**config.mk**
```make
export PLATFORM = sky130hd
export DESIGN_NAME = rf_wb_arbiter
export DESIGN_NICKNAME = d
export VERILOG_FILES = /design/src/rtl/rf_wb_arbiter.sv
export SDC_FILE = /design/constraint.sdc
export NUM_CORES = 1
export LEC_CHECK = 0
export CAP_MARGIN = 20
export CORE_MARGIN = 3
export CORE_UTILIZATION = 38
export CTS_CLUSTER_SIZE = 25
export DETAILED_ROUTE_END_ITERATION = 8
export PLACE_DENSITY = 0.81
export SKIP_LAST_GASP = 1
export SLEW_MARGIN = 20
export SYNTH_ARGS = -nofsm -noshare
export SYNTH_HDL_FRONTEND = slang
export SYNTH_SLANG_ARGS = --single-unit
export TNS_END_PERCENT = 10
```
**constraint.sdc**
```tcl
create_clock -name clk -period 2.8 [get_ports clk]
set_input_delay 0.84 -clock clk [delete_from_list [all_inputs] [get_ports clk]]
set_output_delay 0.84 -clock clk [all_outputs]
set_load 0.01 [all_outputs]
```
**src/rtl/rf_wb_arbiter.sv**
```systemverilog
// Register-file writeback arbiter: ALU/LSU channels share one registered write port, with a pending-write scoreboard.
// Define RF_WB_RR_EN for round-robin arbitration; otherwise the LSU has fixed priority.
module rf_wb_arbiter (
  input  logic        clk,
  input  logic        rst,
  input  logic        alu_valid,
  input  logic [4:0]  alu_rd,
  input  logic [31:0] alu_data,
  output logic        alu_ready,
  input  logic        lsu_valid,
  input  logic [4:0]  lsu_rd,
  input  logic [31:0] lsu_data,
  input  logic [2:0]  lsu_type,
  output logic        lsu_ready,
  input  logic        iss_valid,
  input  logic [4:0]  iss_rd,
  input  logic [4:0]  rs1,
  input  logic [4:0]  rs2,
  output logic        stall,
  output logic [4:0]  A3,
  output logic [31:0] WD3,
  output logic [2:0]  WE3,
  output logic [31:0] busy
);

  logic        w_grant_lsu;
  logic        w_grant_alu;
  logic        w_xfer;
  logic [4:0]  w_rd;
  logic [31:0] w_data;
  logic [2:0]  w_we;
  logic [31:0] w_busy_nxt;

  logic        r_wb_vld;
  logic [4:0]  r_a3;
  logic [31:0] r_wd3;
  logic [2:0]  r_we3;
  logic [31:0] r_busy;

`ifdef RF_WB_RR_EN
  // Set after an LSU grant: the ALU wins the next contested cycle.
  logic r_pref_alu;

  always_ff @(posedge clk or negedge rst) begin
    if (!rst) begin
      r_pref_alu <= 1'b0;
    end else if (w_xfer) begin
      r_pref_alu <= w_grant_lsu;
    end
  end

  assign w_grant_lsu = lsu_valid & (~alu_valid | ~r_pref_alu);
`else
  assign w_grant_lsu = lsu_valid;
`endif

  assign w_grant_alu = alu_valid & ~w_grant_lsu;
  assign alu_ready   = rst & w_grant_alu;
  assign lsu_ready   = rst & w_grant_lsu;
  assign w_xfer      = alu_ready | lsu_ready;

  always_comb begin
    w_rd   = alu_rd;
    w_data = alu_data;
    w_we   = 3'd1;
    if (lsu_ready) begin
      w_rd   = lsu_rd;
      w_data = lsu_data;
      w_we   = ((lsu_type >= 3'd1) && (lsu_type <= 3'd5)) ? lsu_type : 3'd0;
    end
    if (w_rd == 5'd0) begin
      w_we = 3'd0;
    end
  end

  // A committed transfer clears its register even if the type code suppressed the write.
  always_comb begin
    w_busy_nxt = r_busy;
    if (r_wb_vld) begin
      w_busy_nxt[r_a3] = 1'b0;
    end
    if (iss_valid && (iss_rd != 5'd0)) begin
      w_busy_nxt[iss_rd] = 1'b1;
    end
    w_busy_nxt[0] = 1'b0;
  end

  always_ff @(posedge clk or negedge rst) begin
    if (!rst) begin
      r_wb_vld <= 1'b0;
      r_a3     <= 5'd0;
      r_wd3    <= 32'd0;
      r_we3    <= 3'd0;
      r_busy   <= 32'd0;
    end else begin
      r_wb_vld <= w_xfer;
      r_we3    <= w_xfer ? w_we : 3'd0;
      if (w_xfer) begin
        r_a3  <= w_rd;
        r_wd3 <= w_data;
      end
      r_busy <= w_busy_nxt;
    end
  end

  assign A3    = r_a3;
  assign WD3   = r_wd3;
  assign WE3   = r_we3;
  assign busy  = r_busy;
  assign stall = ((rs1 != 5'd0) & r_busy[rs1]) | ((rs2 != 5'd0) & r_busy[rs2]);

endmodule

```
==> metrics.yaml <==
fin_worst_skew_ns: 0.00712
grt-ovfl-total: 0
power_density_nw_per_um2: 668
avgSynthCellArea_um2: 10.4
status: "finished, violations left"
violations: "setup timing"
drt-initial-drc-count: 158
clk_pin_slew_ns: 0.08
required_ns: 1.96
r2r-end: "busy[12]$_DFF_PN0_"
die_h_um: 105
yosys_register_bits: 72
pre_cts_ws_ns: -1.11
viasPerCell: 5.38
use_met1_pct: 28.5
slowest_stage: "mux2_4"
busiest_layer: "met2"
cts_made_buffers: 9
postRouteWirelength_mm: 13.1
p_clk_share_pct: 23.8
p_sw_mw: 1.28
finalPower_mw: 4.11
r2r_slack_ns: 1.30
hpwl_mm: 10.2
cts_tree: "yes"
critical_path_buf_inv_count: 3
coreArea_um2: 9420
fp-row-count: 35
holdCritPathClass: "in2async"
fin_ws_ns: -0.219
crit_type: "in2out"
synthesis.nets: 455
p_int_mw: 2.84
max-vdd-ir-drop_mv: 0.363
min_period_over_period_pct: 108
cp.arrival_ns: 2.18
drc: 0
period_needed_ns: 3.02
synthToLayoutAreaGrowth_pct: 64.8
yosysUniqueCellTypes: 40
setup.worst_path.end_class: "output pin"
drive_above_1_share_pct: 16.9
die_width_um: 105
fin_hold_ws_ns: 0.281
io_buffers: 170
rsz0062_at_grt: "true"
post_drt_wl_per_cell_um: 18.8
dr.pass1.iters: 4
drv_slew: 0
root_buffer: "clkbuf_8"
die_area_um2: 11100
clock_latency_ns: 0.34
grt_pass1_vias: 4045
synthTopCellsByArea: "dfrtp_1 (48%), o21ai_0 (14%), mux2i_1 (11%)"
htreeDepth: 3
seq_area_frac_synth_pct: 48.2
leakagePower_nw: 2.62
r2r-start: "A3[1]$_DFFE_PN0P_"
max-cap-violations: 0
postRouteAntennaNets: 0
layout.nets: 660
dp_cells: 679
fmax_mhz: 331
synth_top_area_cell: "dfrtp_1"
path_max_fanout: 6
syn-instance-count: 358
io_pins: 172
sw_frac_of_total_pct: 31.0
met3_usage_pct: 10.4
vias: 3748
yosys_warnings: 0
synth_top_area_share_pct: 48.2
crit_path_start_kind: "input pin"
seqPwrFrac_pct: 36.6
finalSetupTns_ns: -0.427
cp_top_family: "compound AO/OA/AOI/OAI gates"
r2r_cells: 3
grt_usage_pct: 24.2
netlist_area_um2: 3740
diodes: 0
start_util_pct: 39.7
hold_viol_final: 0
clockBufferDepth: 2
mostFrequentLayoutCell: "clkdlybuf4s50_1"
grt.met2_usage_pct: 39.5
grt_max_degree: 61
cts.sinks: 72
gp_congestion: 1.03
setup_violations: 3
antenna_found_initial: 0
grt_pass1_wl_mm: 21.2
slew_headroom_pct: 59.2
cp_cell_sequence: "buf_8 -> buf_6 -> mux2_4 -> a221oi_2 -> a2111oi_2 -> a211oi_2 -> nand4_1 -> buf_2"
max_stage_delay_ns: 0.30
worst_slew_pin_slew_ns: 0.612
instances_no_fill: 697
p_comb_share_pct: 39.5
most-common-layout-cells: "clkdlybuf4s50_1 (161), o21ai_0 (100), dfrtp_1 (72)"
stage by stage:
| stage | cell area [um2] | util, % |
|---|---|---|
| after floorplan | 3750 | - |
| after global placement | 5830 | 61.9 |
| after detailed placement | 5830 | 61.9 |
| after CTS | 6140 | 65.2 |
| after global routing | 6160 | 65.4 |
| final | 6160 | 65.4 |
flip-flops by register name (all words and copies together), names as in the netlist:
name,flops
WE3,3
A3,5
busy,31
WD3,32
r_wb_vld,1
synthesized netlist by cell type, drive strengths merged:
master   number
mux2          4
or3b          6
nor2b         2
a311oi        1
nand2        45
a2111oi       3
o21ai       102
mux2i        41
a31oi         1
and2b         1
buf          12
mux4         11
a221oi        1
or4           2
inv           5
and3b         2
dfrtp        72
o2111ai       1
or3           2
clkbuf       10
nand4         1
conb          1
nor3          1
o221ai        1
nor3b         4
nand3b       10
a211oi        2
o211ai        1
nand2b        2
nor2          3
o22ai         1
a21oi         1
nor4b         1
nand3         5
worst max path at each step:
stage | startpoint | to | slack [ns] | cells past startpoint
after floorplan | rs1[1] | stall | -0.04 | 6
after global placement | rs2[1] | stall | -1.06 | 7
after detailed placement | rs2[1] | stall | -1.11 | 6
after CTS | rs1[3] | stall | -0.20 | 7
after global routing | rs1[0] | stall | -0.29 | 6
final | rs2[0] | stall | -0.22 | 8
cell type report:
cell class / instances / area, um2
repair buffers: 216 / 2080
clock inverters: 6 / 108
multi-input cells: 259 / 1860
well taps: 129 / 161
inverters: 5 / 18.8
clock buffers: 10 / 128
fillers: 758 / 3260
flip-flops and latches: 72 / 1800
repair_timing:
| item | CTS | global route |
|---|---|---|
| resized for setup | 48 | 9 |
| gates cloned | 0 | 0 |
| setup buffers | 2 | 0 |
| pin swaps | 5 | 4 |
| setup endpoints to repair | 3 | 3 |
| hold buffers | 0 | 0 |
per-layer routing:
layer	wire (um)	vias up
li1	-	1725
met1	4870	1784
met2	6310	210
met3	1640	29
met4	306	0
met5	0	-
cell families after synthesis:
kind of cell,synth area share (%)
multiplexers,19.3
AND/OR/NAND/NOR,12.3
buffers and inverters,3.68
flip-flops,48.2
other,0.100
AO/OA/AOI/OAI,16.4
power groups by stage:
stage	sequential [mW]	clock [mW]	combinational [mW]
floorplan	1.57	0	0.454
global placement	1.51	0	1.54
detailed placement	1.52	0	1.59
CTS	1.50	0.999	1.62
global route	1.54	1.05	1.75
finish	1.51	0.979	1.63
Note: power is estimated with default switching activity, not from simulation.
==> edit (config.mk and constraints unchanged) <==
Build with the macro `RF_WB_RR_EN` defined.
--- a/src/rtl/rf_wb_arbiter.sv
+++ b/src/rtl/rf_wb_arbiter.sv
@@ -1,5 +1,7 @@
 // Register-file writeback arbiter: ALU/LSU channels share one registered write port, with a pending-write scoreboard.
 // Define RF_WB_RR_EN for round-robin arbitration; otherwise the LSU has fixed priority.
+`define RF_WB_RR_EN
+
 module rf_wb_arbiter (
   input  logic        clk,
   input  logic        rst,
Function: changed (Yosys sat finds a counterexample within 4 cycles, from zero or initial values and one cycle with rst low).
==> edit against the unedited design <==
The run still ends with negative setup slack left; wire length up 0.33%; sequential share of layout area up 1.2 points; total power up 4.0%; area after synthesis down 3.2%; cell area down 2.5%; cell count up 1.4%; fmax up 0.14%; sequential cell count up 1; worst setup slack better by 0.0042 ns.
==> edit: results (changes against the unedited design) <==
status finished with violations; failing checks negative setup slack; Worst-Margin Slew 0.611 ns (-0.00190 ns); DRT iter0 DRCs 194 (+23%); DR pass1 iterations 5 (+1); FF-to-FF setup slack 1.26 ns (-0.04 ns); Cells after DPL 688 (+1.3%); Final GP Congestion 0.911 (-12%); post-synthesis sequential area ratio 50.5% (+2.3 points); Slowest cell on crit path mux4_2; pre-CTS WS -1.08 ns (+0.0315 ns); nets 673 (+2.0%); vias in the first global route 4120 (+1.9%); fin cells 707 (+1.4%); Critical Path Source rs1[1]; Sequential Area 1830 µm² (+1.4%); post-synth net total 468 (+2.9%); routed len/inst 18.6 µm (-1.1%); Leak 2.38 nW (-9.2%); ranking of synthesized cells by area dfrtp_1 (51%), o21ai_0 (8.9%), nor2_1 (7.8%), o22ai_1 (5.5%), mux4_2 (4.4%); worst vdd ir 0.000347 V (-4.4%); final worst slack -0.215 ns (+0.00415 ns); Gate Count Post-Synth 371 (+3.6%); DP Area 5690 µm² (-2.4%); setup violators final 2 (-1); Setup Skew 0.00505 ns (-0.00207 ns); routed vias 3880 (+3.5%); reg-to-reg critical path endpoint busy[7]; r2r startpoint A3[4]; filler instances 717 (-5.4%); crit-path max cell delay 0.51 ns (+0.21 ns); GRT Total Usage 24.3% (+0.049 points); HPWL Detailed 10100 µm (-1.0%)
-- edit: cell types whose count changed after synthesis, moves of 2 or more --
cell	before	now
nor2_1	3	75
o21ai_0	101	64
mux2i_1	41	7
o22ai_1	1	32
nand2_1	45	19
a31oi_1	1	6
buf_2	5	1
clkbuf_1	10	13
a211oi_1	2	0
and3b_1	2	0
mux4_1	5	3
or3b_1	3	1
or3b_2	3	5
-- edit: per-stage QoR --
step | total power (W) | setup TNS [ns]
global route | 0.00450 | -0.368
finish | 0.00428 | -0.249
detailed placement | 0.00334 | -1.49
global placement | 0.00328 | -1.48
CTS | 0.00427 | -0.249
floorplan | 0.00218 | -0.0329
-- edit: where the power goes --
| group | internal (W) | switching (W) | leakage (nW) |
|---|---|---|---|
| combinational | 0.00104 | 0.000737 | 1.48 |
| sequential | 0.00133 | 0.000267 | 0.797 |
| clock | 0.000501 | 0.000397 | 0.106 |
-- edit: per-layer routing --
metal,vias up,part of all wire (%),global-route usage [%]
li1,1767,-,-
met1,1860,38,28.5
met2,232,48,39.9
met3,21,12,9.51
met4,0,2.1,9.97
met5,-,0,0
-- edit: kinds of logic after synthesis --
group / Yosys count / share of synthesized area [%]
flops: 73 / 50.5
compound gates: 115 / 18.5
simple gates: 136 / 17.9
mux: 20 / 9.41
buf+inv: 26 / 3.56
other cells: 1 / 0.104
-- edit: how the worst min path moves through the flow --
stage,to,slack [ns],cells past startpoint
3_3_place_gp,r_pref_alu,0.48,2
4_1_cts,WD3[21],0.50,2
5_1_grt,WD3[10],0.51,2
2_1_floorplan,r_pref_alu,0.47,2
6_report,WD3[16],0.50,2
3_5_place_dp,r_pref_alu,0.49,2
-- edit: final cells by class --
type	instances	area share, %
clock inverter	7	1.56
tap	126	2.62
sequential	73	30.4
clock buffer	9	2.06
timing repair buffer	215	34.1
inverter	5	0.312
multi-input combinational	272	28.9
-- edit: critical path: cells and delay by family --
kind,cells,cell delay (ns)
mux,2,0.71
simple gates,2,0.20
compound gates,1,0.19
buf+inv,2,0.24
-- edit: timing repair --
item                                   CTS  global route
pin swaps                                7             5
setup endpoints to repair                3             2
hold buffers                             0             0
endpoints found under the hold margin    0             0
resized for setup                       45            11
buffers inserted                         2             1
